File: config.mk
export PLATFORM = sky130hd
export DESIGN_NAME = vga_tile_reader_flat
export DESIGN_NICKNAME = d
export VERILOG_FILES = /design/src/rtl/vga_pkg.sv /design/src/rtl/vga_tile_reader_if.sv /design/src/rtl/vga_tile_addr.sv /design/src/rtl/vga_tile_reader.sv /design/src/flat_wrapper.sv
export SDC_FILE = /design/constraint.sdc
export NUM_CORES = 1
export LEC_CHECK = 0
export CAP_MARGIN = 15
export CORE_ASPECT_RATIO = 1.4
export CORE_MARGIN = 5
export CORE_UTILIZATION = 49
export DETAILED_ROUTE_END_ITERATION = 12
export PLACE_DENSITY = 0.88
export SLEW_MARGIN = 25
export SYNTH_ARGS = -nofsm -noshare
export SYNTH_HDL_FRONTEND = slang
export SYNTH_SLANG_ARGS = --single-unit
File: constraint.sdc
create_clock -name clk_i -period 5.1 [get_ports clk_i]
set_input_delay 0.51 -clock clk_i [delete_from_list [all_inputs] [get_ports clk_i]]
set_output_delay 0.51 -clock clk_i [all_outputs]
set_load 0.01 [all_outputs]
File: src/rtl/vga_pkg.sv
// vga_pkg: shared constants and helpers for the text-mode display path.
//   - screen geometry (80x30 tiles of 8x16 pixels)
//   - screen buffer word layout: 4 packed 7-bit character codes per 28-bit word
//   - per-pixel control flags that travel down the reader pipeline
package vga_pkg;

  localparam int H_TILES         = 80;
  localparam int V_TILES         = 30;
  localparam int CHAR_WIDTH      = 7;
  localparam int GLYPH_W         = 8;
  localparam int GLYPH_H         = 16;
  localparam int DATA_WIDTH      = 28;
  localparam int ADDR_WIDTH      = 10;
  localparam int FONT_ADDR_WIDTH = 11;
  localparam int RGB_WIDTH       = 12;
  localparam int COORD_WIDTH     = 10;
  localparam int LATENCY         = 5;

  // Flags that ride alongside each pixel; syncs idle high.
  typedef struct packed {
    logic act;
    logic hs;
    logic vs;
  } ctl_t;

  localparam ctl_t CTL_RST = '{act: 1'b0, hs: 1'b1, vs: 1'b1};

  // Bit offset of a character slot inside a screen word: slot*7 = slot*8 - slot.
  function automatic logic [4:0] slot_offset(input logic [1:0] slot);
    logic [4:0] s;
    s = {3'b000, slot};
    return (s << 3) - s;
  endfunction

endpackage

File: src/rtl/vga_tile_reader_if.sv
// vga_tile_reader_if: timing-generator inputs, screen-buffer and font-ROM read
// ports and VGA pin outputs of the tile reader.
//   slave  : the tile reader itself
//   master : the surrounding environment (timing gen, memories, pins)
interface vga_tile_reader_if;
  import vga_pkg::*;

  logic [COORD_WIDTH-1:0]     x_i;
  logic [COORD_WIDTH-1:0]     y_i;
  logic                       active_i;
  logic                       hsync_i;
  logic                       vsync_i;
  logic [ADDR_WIDTH-1:0]      vr_addr_o;
  logic [DATA_WIDTH-1:0]      vr_data_i;
  logic [FONT_ADDR_WIDTH-1:0] font_addr_o;
  logic [GLYPH_W-1:0]         font_data_i;
  logic [RGB_WIDTH-1:0]       fg_i;
  logic [RGB_WIDTH-1:0]       bg_i;
  logic [RGB_WIDTH-1:0]       rgb_o;
  logic                       hsync_o;
  logic                       vsync_o;

  modport slave (
    input  x_i, y_i, active_i, hsync_i, vsync_i, vr_data_i, font_data_i, fg_i, bg_i,
    output vr_addr_o, font_addr_o, rgb_o, hsync_o, vsync_o
  );

  modport master (
    output x_i, y_i, active_i, hsync_i, vsync_i, vr_data_i, font_data_i, fg_i, bg_i,
    input  vr_addr_o, font_addr_o, rgb_o, hsync_o, vsync_o
  );

endinterface

File: src/rtl/vga_tile_addr.sv
// vga_tile_addr: combinational tile index -> screen buffer word/slot.
//   col  in  7   tile column (x[9:3])
//   row  in  5   tile row (y[8:4])
//   word out 10  screen buffer word address (tile / 4)
//   slot out 2   character slot within the word (tile % 4)
module vga_tile_addr
  import vga_pkg::*;
(
  input  logic [6:0]            col,
  input  logic [4:0]            row,
  output logic [ADDR_WIDTH-1:0] word,
  output logic [1:0]            slot
);

  logic [11:0] tile;

  // row*80 as (row<<6)+(row<<4); max 29*80+79 = 2399 fits 12 bits.
  always_comb begin
    tile = ({7'b0, row} << 6) + ({7'b0, row} << 4) + {5'b0, col};
  end

  assign word = tile[11:2];
  assign slot = tile[1:0];

endmodule

File: src/rtl/vga_tile_reader.sv
// vga_tile_reader: display-side reader of the 80x30 text buffer.
//   clk_i   in  pixel clock
//   rstn_i  in  async active-low reset
//   bus     slave modport of vga_tile_reader_if:
//     x_i/y_i/active_i/hsync_i/vsync_i  coordinates + syncs from timing gen
//     vr_addr_o -> vr_data_i            screen buffer read (data 1 cycle later)
//     font_addr_o -> font_data_i        font ROM read {char, glyph_row}
//     fg_i/bg_i                         colours, sampled at the output edge
//     rgb_o/hsync_o/vsync_o             VGA pins, 5 clocks after the inputs
// Every pixel carries its own slot/glyph-row/x-offset/flags down the pipe;
// there is no word caching, so adjacent pixels never share a fetch.
module vga_tile_reader
  import vga_pkg::*;
(
  input  logic               clk_i,
  input  logic               rstn_i,
  vga_tile_reader_if.slave   bus
);

  localparam int STAGES = LATENCY - 1;

  logic [ADDR_WIDTH-1:0] word0;
  logic [1:0]            slot0;

  vga_tile_addr u_addr (
    .col  (bus.x_i[9:3]),
    .row  (bus.y_i[8:4]),
    .word (word0),
    .slot (slot0)
  );

  // y[9] only selects the vertical blanking region, which active_i already covers.
  logic unused_y9;
  assign unused_y9 = bus.y_i[9];

  ctl_t [STAGES:1]       ctl_pipe;
  logic [1:0]            slot1;
  logic [3:0]            gr1, gr2;
  logic [2:0]            px1, px2, px3;
  logic [CHAR_WIDTH-1:0] ch2;
  logic                  pix4;
  logic [4:0]            off1;

  assign off1 = slot_offset(slot1);

  always_ff @(posedge clk_i or negedge rstn_i) begin
    if (!rstn_i) begin
      ctl_pipe        <= {STAGES{CTL_RST}};
      slot1           <= '0;
      gr1             <= '0;
      gr2             <= '0;
      px1             <= '0;
      px2             <= '0;
      px3             <= '0;
      ch2             <= '0;
      pix4            <= 1'b0;
      bus.vr_addr_o   <= '0;
      bus.font_addr_o <= '0;
      bus.rgb_o       <= '0;
      bus.hsync_o     <= 1'b1;
      bus.vsync_o     <= 1'b1;
    end else begin
      // stage 1: issue screen buffer read; address holds during blanking
      ctl_pipe[1] <= '{act: bus.active_i, hs: bus.hsync_i, vs: bus.vsync_i};
      for (int i = 2; i <= STAGES; i++) ctl_pipe[i] <= ctl_pipe[i-1];
      if (bus.active_i) bus.vr_addr_o <= word0;
      slot1 <= slot0;
      gr1   <= bus.y_i[3:0];
      px1   <= bus.x_i[2:0];

      // stage 2: unpack character; blanked pixels never look at vr_data_i
      ch2 <= ctl_pipe[1].act ? bus.vr_data_i[off1 +: CHAR_WIDTH] : '0;
      gr2 <= gr1;
      px2 <= px1;

      // stage 3: font ROM address
      bus.font_addr_o <= {ch2, gr2};
      px3             <= px2;

      // stage 4: pick the glyph bit, bit 7 is the leftmost pixel
      pix4 <= ctl_pipe[3].act & bus.font_data_i[3'd7 - px3];

      // stage 5: colour + delay-matched syncs
      bus.rgb_o   <= ctl_pipe[STAGES].act ? (pix4 ? bus.fg_i : bus.bg_i) : '0;
      bus.hsync_o <= ctl_pipe[STAGES].hs;
      bus.vsync_o <= ctl_pipe[STAGES].vs;
    end
  end

endmodule

File: src/flat_wrapper.sv
// flat-port wrapper written by rule: the top's interface ports become plain ports
module vga_tile_reader_flat import vga_pkg::*;
  (clk_i, rstn_i, bus_x_i, bus_y_i, bus_active_i, bus_hsync_i, bus_vsync_i, bus_vr_data_i, bus_font_data_i, bus_fg_i, bus_bg_i, bus_vr_addr_o, bus_font_addr_o, bus_rgb_o, bus_hsync_o, bus_vsync_o);
  vga_tile_reader_if bus_i ();
  input  logic clk_i;
  input  logic rstn_i;
  input wire logic [$bits(bus_i.x_i)-1:0] bus_x_i;
  input wire logic [$bits(bus_i.y_i)-1:0] bus_y_i;
  input wire logic [$bits(bus_i.active_i)-1:0] bus_active_i;
  input wire logic [$bits(bus_i.hsync_i)-1:0] bus_hsync_i;
  input wire logic [$bits(bus_i.vsync_i)-1:0] bus_vsync_i;
  input wire logic [$bits(bus_i.vr_data_i)-1:0] bus_vr_data_i;
  input wire logic [$bits(bus_i.font_data_i)-1:0] bus_font_data_i;
  input wire logic [$bits(bus_i.fg_i)-1:0] bus_fg_i;
  input wire logic [$bits(bus_i.bg_i)-1:0] bus_bg_i;
  output wire logic [$bits(bus_i.vr_addr_o)-1:0] bus_vr_addr_o;
  output wire logic [$bits(bus_i.font_addr_o)-1:0] bus_font_addr_o;
  output wire logic [$bits(bus_i.rgb_o)-1:0] bus_rgb_o;
  output wire logic [$bits(bus_i.hsync_o)-1:0] bus_hsync_o;
  output wire logic [$bits(bus_i.vsync_o)-1:0] bus_vsync_o;
  assign bus_i.x_i = bus_x_i;
  assign bus_i.y_i = bus_y_i;
  assign bus_i.active_i = bus_active_i;
  assign bus_i.hsync_i = bus_hsync_i;
  assign bus_i.vsync_i = bus_vsync_i;
  assign bus_i.vr_data_i = bus_vr_data_i;
  assign bus_i.font_data_i = bus_font_data_i;
  assign bus_i.fg_i = bus_fg_i;
  assign bus_i.bg_i = bus_bg_i;
  assign bus_vr_addr_o = bus_i.vr_addr_o;
  assign bus_font_addr_o = bus_i.font_addr_o;
  assign bus_rgb_o = bus_i.rgb_o;
  assign bus_hsync_o = bus_i.hsync_o;
  assign bus_vsync_o = bus_i.vsync_o;
  vga_tile_reader u_core (.clk_i(clk_i), .rstn_i(rstn_i), .bus(bus_i));
endmodule
==> results of run 1 <==
## layout make-up
class | instances | area share, %
Tap cell | 95 | 2.369
Inverter | 12 | 0.8978
Timing Repair Buffer | 119 | 23.64
Clock buffer | 10 | 2.743
Multi-Input combinational cell | 143 | 31.92
Sequential cell | 74 | 37.16
Clock inverter | 6 | 1.272
## metal layers
metal | track usage [%] | share of wire (%) | vias to the layer above
li1 | - | - | 1140
met1 | 19.78 | 35 | 1196
met2 | 31.30 | 51 | 126
met3 | 6.016 | 11 | 20
met4 | 8.315 | 2.9 | 0
met5 | 0 | 0 | -
## path summary, 6_finish.rpt
| kind | from | endpoint | slack, ps | cells past startpoint |
|---|---|---|---|---|
| max | u_core.slot1[0] | u_core.ch2[4] | 2130 | 7 |
| min | rstn_i | u_core.pix4 | 270 | 1 |
| max reg2reg | u_core.slot1[0] | u_core.ch2[4] | 2130 | 7 |
| min reg2reg | u_core.ch2[4] | u_core.bus.font_addr_o[8] | 340 | 0 |
| max in group asynchronous | rstn_i | u_core.ch2[5] | 4250 | 1 |
| min in group clk_i | u_core.ch2[4] | u_core.bus.font_addr_o[8] | 340 | 0 |
## worst reg2reg max path, delay by kind of cell, from the launching register on
| kind | cells | cell delay [ps] |
|---|---|---|
| compound gates | 1 | 80 |
| fa+ha+maj | 1 | 720 |
| buf+inv | 2 | 550 |
| flops | 1 | 320 |
| mux | 2 | 1100 |
| simple gates | 1 | 70 |
## sequential cells by signal, indices dropped and copies added (netlist names)
name	flops
u_core.bus.font_addr_o	11
u_core.bus.hsync_o	1
u_core.bus.rgb_o	12
u_core.bus.vr_addr_o	10
u_core.bus.vsync_o	1
u_core.ch2	7
u_core.ctl_pipe	12
u_core.gr1	4
u_core.gr2	4
u_core.pix4	1
u_core.px1	3
u_core.px2	3
u_core.px3	3
u_core.slot1	2
## power by group through the flow
stage	clock, mW	combinational (mW)	sequential (mW)
after floorplan	0	0.158	0.686
after global placement	0	0.342	0.673
after detailed placement	0	0.349	0.676
after global routing	0.489	0.377	0.671
final	0.445	0.347	0.664
after CTS	0.456	0.351	0.665
## kinds of logic (layout without fill, tap and decap cells)
family / Yosys count / after routing / share of synthesized area, %
AOI/OAI and AO/OA: 34 / 34 / 6.764
xor gates and xnor gates: 3 / 3 / 0.7362
adders and majority gates: 14 / 14 / 5.328
buffers and inverters: 24 / 147 / 2.979
DFF: 74 / 74 / 52.23
muxes: 56 / 56 / 26.46
and+or+nand+nor: 36 / 36 / 5.503
## placed cells by master (no fill, tap or decap), types with 3 or more instances in the layout
| cell | count |
|---|---|
| clkdlybuf4s50_1 | 117 |
| a221oi_1 | 3 |
| dfrtp_1 | 64 |
| dfstp_2 | 10 |
| nor2b_1 | 18 |
| mux2i_1 | 19 |
| a22o_1 | 5 |
| o22ai_1 | 4 |
| nor2_1 | 5 |
| mux4_2 | 30 |
| mux2_2 | 7 |
| o21ai_0 | 3 |
| ha_1 | 11 |
| inv_1 | 12 |
| a21oi_1 | 7 |
| nand2_1 | 6 |
| clkbuf_8 | 10 |
==> flow_summary.yaml, run 1 <==
power_and_ir_drop:
  power_per_cell_area_nw_per_um2: 290.3
  p_seq_share_pct: 45.6
  p_leak_nw: 2.070
  p_clk_share_pct: 30.6
  ir_worst_vdd_uv: 166.0
  p_int_mw: 1.090
  pwr-share-comb_pct: 23.9
  switching_power_mw: 0.3667
  power_mw: 1.456
  switching_share_pct: 25.18
grt:
  grt_max_degree: 75
  grt_use_total_pct: 18.25
  grt_pass1_wl_um: 12500
  grt-ovfl-total: 0
  antenna_found_initial: 0
  grt_pass1_vias: 2631
yosys:
  yosys.cell_types.count: 37
  yosysWarnings: 0
  synth-main-ff-cell: "dfrtp_1"
  yosysTopAreaCell: "dfrtp_1"
  avgSynthCellArea_um2: 14.81
  netlist_instances: 241
  synth.most_common_cell: "dfrtp_1"
  synth_top_area_share_pct: 44.87
  ys_seq_elements: 74
  syn-num-nets: 340
  ys_seq_area_share_pct: 52.23
  synth_edf_count: 0
  synth_commonest_cells: "64 x dfrtp_1, 30 x mux4_2, 19 x mux2i_1"
  syn_area_um2: 3570
  yosys-top-cells-area: "dfrtp_1 45%, mux4_2 19%, dfstp_2 7.4%, mux2i_1 5.3%, ha_1 4.2%"
  postSynth.asyncResetShare_pct: 100.0
cells_and_area:
  diodes: 0
  fin_cells: 459
  drive_gt1_share_pct: 18.41
  num-fill-cells: 482
  areaGrowthSynthToFinish_pct: 40.55
  seq_area_um2: 1864
  finish.instance_area_um2: 5017
  multi_input_area_um2: 1602
  nets: 458
  final_util_pct: 71.40
cts:
  clock_latency_ps: 340
  clock-sinks: 74
  path_clk_slew_ps: 80
  htreeDepth: 3
  cts_tree: "done"
  postCtsHoldBufs: 0
  cts-root-buf: "clkbuf_8"
  ctsResizeCount: 0
  clockBufferDepth: 2
  numCtsBuffers: 9
  cts_setup_buffers: 0
setup_path:
  critPathKind: "register to register"
  cp.arrival_ps: 3180
  crit_family: "multiplexers"
  cp-end-kind: "register"
  path_buf_inv: 2
  cpPeakStageDelay_ps: 720
  worstSetupStartpointType: "register"
  cp_max_fo: 31
  cpMaxStageDelayCell: "ha_2"
  crit_path_frequent_cell: "mux4_2"
  critPathRequiredTime_ps: 5310
  path_cells: "buf_4 > inv_1 > ha_2 > mux4_2 > mux4_2 > nand2_1 > o21ai_0"
sta:
  hold_viol_final: 0
  whs_ps: 274.5
  rsz0062_at_grt: "false"
  setup_viol: 0
  period_share_pct: 58.24
  slew_violations: 0
  setup_tns_ps: 0
  tightest_slew_ps: 867.7
  worst_clock_skew_ps: 10.85
  setup_ws_ps: 2130
  fin_crit_ps: 2970
  timing.fmax_ghz: 0.3367
  slew_headroom_pct: 42.15
place:
  gp_congestion: 0.8236
  port_buffers: 118
  place_area_um2: 4813
  dp_slack_ps: 1850
  dp_cells: 443
  dp_hpwl_um: 6140
routing:
  post_drt_wl_per_cell_um: 16.99
  detail-route-antenna-nets: 0
  viasPerCell: 5.407
  dr_total_vias: 2482
  drt-total-wl_um: 7798
  drcViolationCount: 0
  drt_iter0_drc: 163
  firstDrtPassIters: 4
status:
  status: "finished, final reports clean"
floorplan:
  initial_core_util_pct: 50.80
  die-area_um2: 9116
  io_pins: 120
  die_h_um: 111.0
  die_w_um: 82.14
  num_rows: 36
  core_um2: 7027
run:
  drv_cap: 0
worst_hold_path:
  hold_path_class: "primary input to async pin"
Note: power is estimated with default switching activity, not from simulation.
==> inputs of run 2 (changes only) <==
Settings changed: CORE_UTILIZATION 49 to 46, PLACE_DENSITY 0.88 to 0.84.
Clock period 5.1 ns to 2.94 ns, I/O delays scaled along.
==> run 2 against run 1 <==
Highest routed layer unchanged. Register-to-register slack worse by 1600 ps. Clock skew is 5.8 ps lower. Die area is 5.8% higher. Final cell count is 1.5% higher. Critical path type unchanged.
==> flow_summary.yaml, run 2 (synthesized netlist as in run 1, its figures left out) <==
power_and_ir_drop:
  p_int_mw: 1.902
  p_clk_share_pct: 31.1
  p_leak_nw: 2.086
  power_per_cell_area_nw_per_um2: 504.5
  ir_worst_vdd_uv: 259.6
  p_seq_share_pct: 45.2
  power_mw: 2.545
  switching_power_mw: 0.6429
  switching_share_pct: 25.26
  pwr-share-comb_pct: 23.7
routing:
  drt-total-wl_um: 7473
  drcViolationCount: 0
  drt_iter0_drc: 74
  firstDrtPassIters: 4
  dr_total_vias: 2445
  wirelength_met1_um: 2766
  dr.max_layer_used: "met4"
  wl_met3_um: 671
  detail-route-antenna-nets: 0
  viasPerCell: 5.247
  post_drt_wl_per_cell_um: 16.04
  wl_met2_um: 3812
floorplan:
  initial_core_util_pct: 46.63
  die-area_um2: 9647
  die_w_um: 84.45
  num_rows: 38
  die_h_um: 114.2
  io_pins: 120
  core_um2: 7655
grt:
  grt_pass1_vias: 2527
  grt_max_degree: 75
  antenna_found_initial: 0
  grt_pass1_wl_um: 12340
  grt_use_total_pct: 16.39
  grt-ovfl-total: 0
setup_path:
  cp-end-kind: "register"
  critPathKind: "register to register"
  critPathRequiredTime_ps: 3170
  worstSetupStartpointType: "register"
  cp.arrival_ps: 2650
  cp_max_fo: 12
sta:
  fin_crit_ps: 2425
  slew_violations: 0
  timing.fmax_ghz: 0.4124
  setup_viol: 0
  setup_ws_ps: 515.3
  rsz0062_at_grt: "false"
  worst_clock_skew_ps: 5.045
  tightest_slew_ps: 858.8
  hold_viol_final: 0
  period_share_pct: 82.47
  slew_headroom_pct: 42.74
  setup_tns_ps: 0
cells_and_area:
  largestRegisters: "u_core.bus.rgb_o: 12 flops, u_core.ctl_pipe: 12 flops, u_core.bus.font_addr_o: 11 flops"
  final_util_pct: 65.90
  seq_area_um2: 1864
  areaGrowthSynthToFinish_pct: 41.32
  layout_common_cells: "117 x clkdlybuf4s50_1, 64 x dfrtp_1, 30 x mux4_2"
  final_common_cell: "clkdlybuf4s50_1"
  num-fill-cells: 580
  diodes: 0
  drive_gt1_share_pct: 18.58
  fin_cells: 466
  nets: 460
  multi_input_area_um2: 1599
worst_hold_path:
  hold_path_class: "primary input to async pin"
place:
  port_buffers: 118
  dp_slack_ps: 173.7
  gp_congestion: 0.8701
  dp_cells: 450
  dp_hpwl_um: 6021
cts:
  cts_setup_buffers: 0
  numCtsBuffers: 9
  path_clk_slew_ps: 70
  clockBufferDepth: 2
  cts_tree: "done"
  clock-sinks: 74
  clock_latency_ps: 340
  htreeDepth: 3
  postCtsHoldBufs: 0
  ctsResizeCount: 0
  cts-root-buf: "clkbuf_8"
run:
  drv_cap: 0
status:
  status: "finished, final reports clean"
run 2: cell count changes in the layout (fill, tap and decap cells not counted), sizes merged:
cell | previous run | this run
buf | 2 | 4
clkinv | 2 | 1
clkinvlp | 2 | 1
inv | 13 | 15
run 2: power by group through the flow:
| stage | Sequential, mW | Clock, mW | Combinational (mW) |
|---|---|---|---|
| 2_1_floorplan | 1.19 | 0 | 0.274 |
| 5_1_grt | 1.16 | 0.857 | 0.657 |
| 6_report | 1.15 | 0.791 | 0.604 |
| 3_3_place_gp | 1.17 | 0 | 0.597 |
| 3_5_place_dp | 1.17 | 0 | 0.609 |
| 4_1_cts | 1.15 | 0.822 | 0.611 |
run 2: worst paths after layout:
kind / startpoint / to / slack (ps) / cells past startpoint
worst max register to register: u_core.slot1[1] / u_core.ch2[5] / 520 / 7
worst min register to register: u_core.px1[2] / u_core.px2[2] / 340 / 0
worst max-delay path: u_core.slot1[1] / u_core.ch2[5] / 520 / 7
min in group clk_i: u_core.px1[2] / u_core.px2[2] / 340 / 0
worst min-delay path: rstn_i / u_core.bus.rgb_o[7] / 70 / 1
max in group asynchronous: rstn_i / u_core.gr2[2] / 2320 / 1
run 2: worst max-delay path: stages (launching register included):
cell and delay [ps]:
dfrtp_1 380, inv_1 50, ha_1 600, buf_4 270
mux2i_1 190, o21ai_0 130, mux4_2 490, a21o_1 190
run 2: routing by layer:
layer / vias up / track usage [%]
met4: 0 / 8.976
met1: 1168 / 17.91
met5: - / 0
li1: 1140 / -
met2: 117 / 28.45
met3: 20 / 4.896
run 2: cell type report:
| class | instances | area share, % |
|---|---|---|
| repair buffers | 121 | 23.81 |
| multi-input cells | 143 | 31.70 |
| clock inverters | 6 | 1.438 |
| well taps | 100 | 2.480 |
| flip-flops and latches | 74 | 36.95 |
| clock buffers | 10 | 2.728 |
| inverters | 12 | 0.8929 |
run 2: metrics by stage:
stage / hold WS (ps) / area (um2)
2_1_floorplan: -1.591 / 3570
3_3_place_gp: 331.8 / 4835
3_5_place_dp: 334.7 / 4835
4_1_cts: 87.43 / 5045
5_1_grt: 148.5 / 5045
6_report: 69.05 / 5045
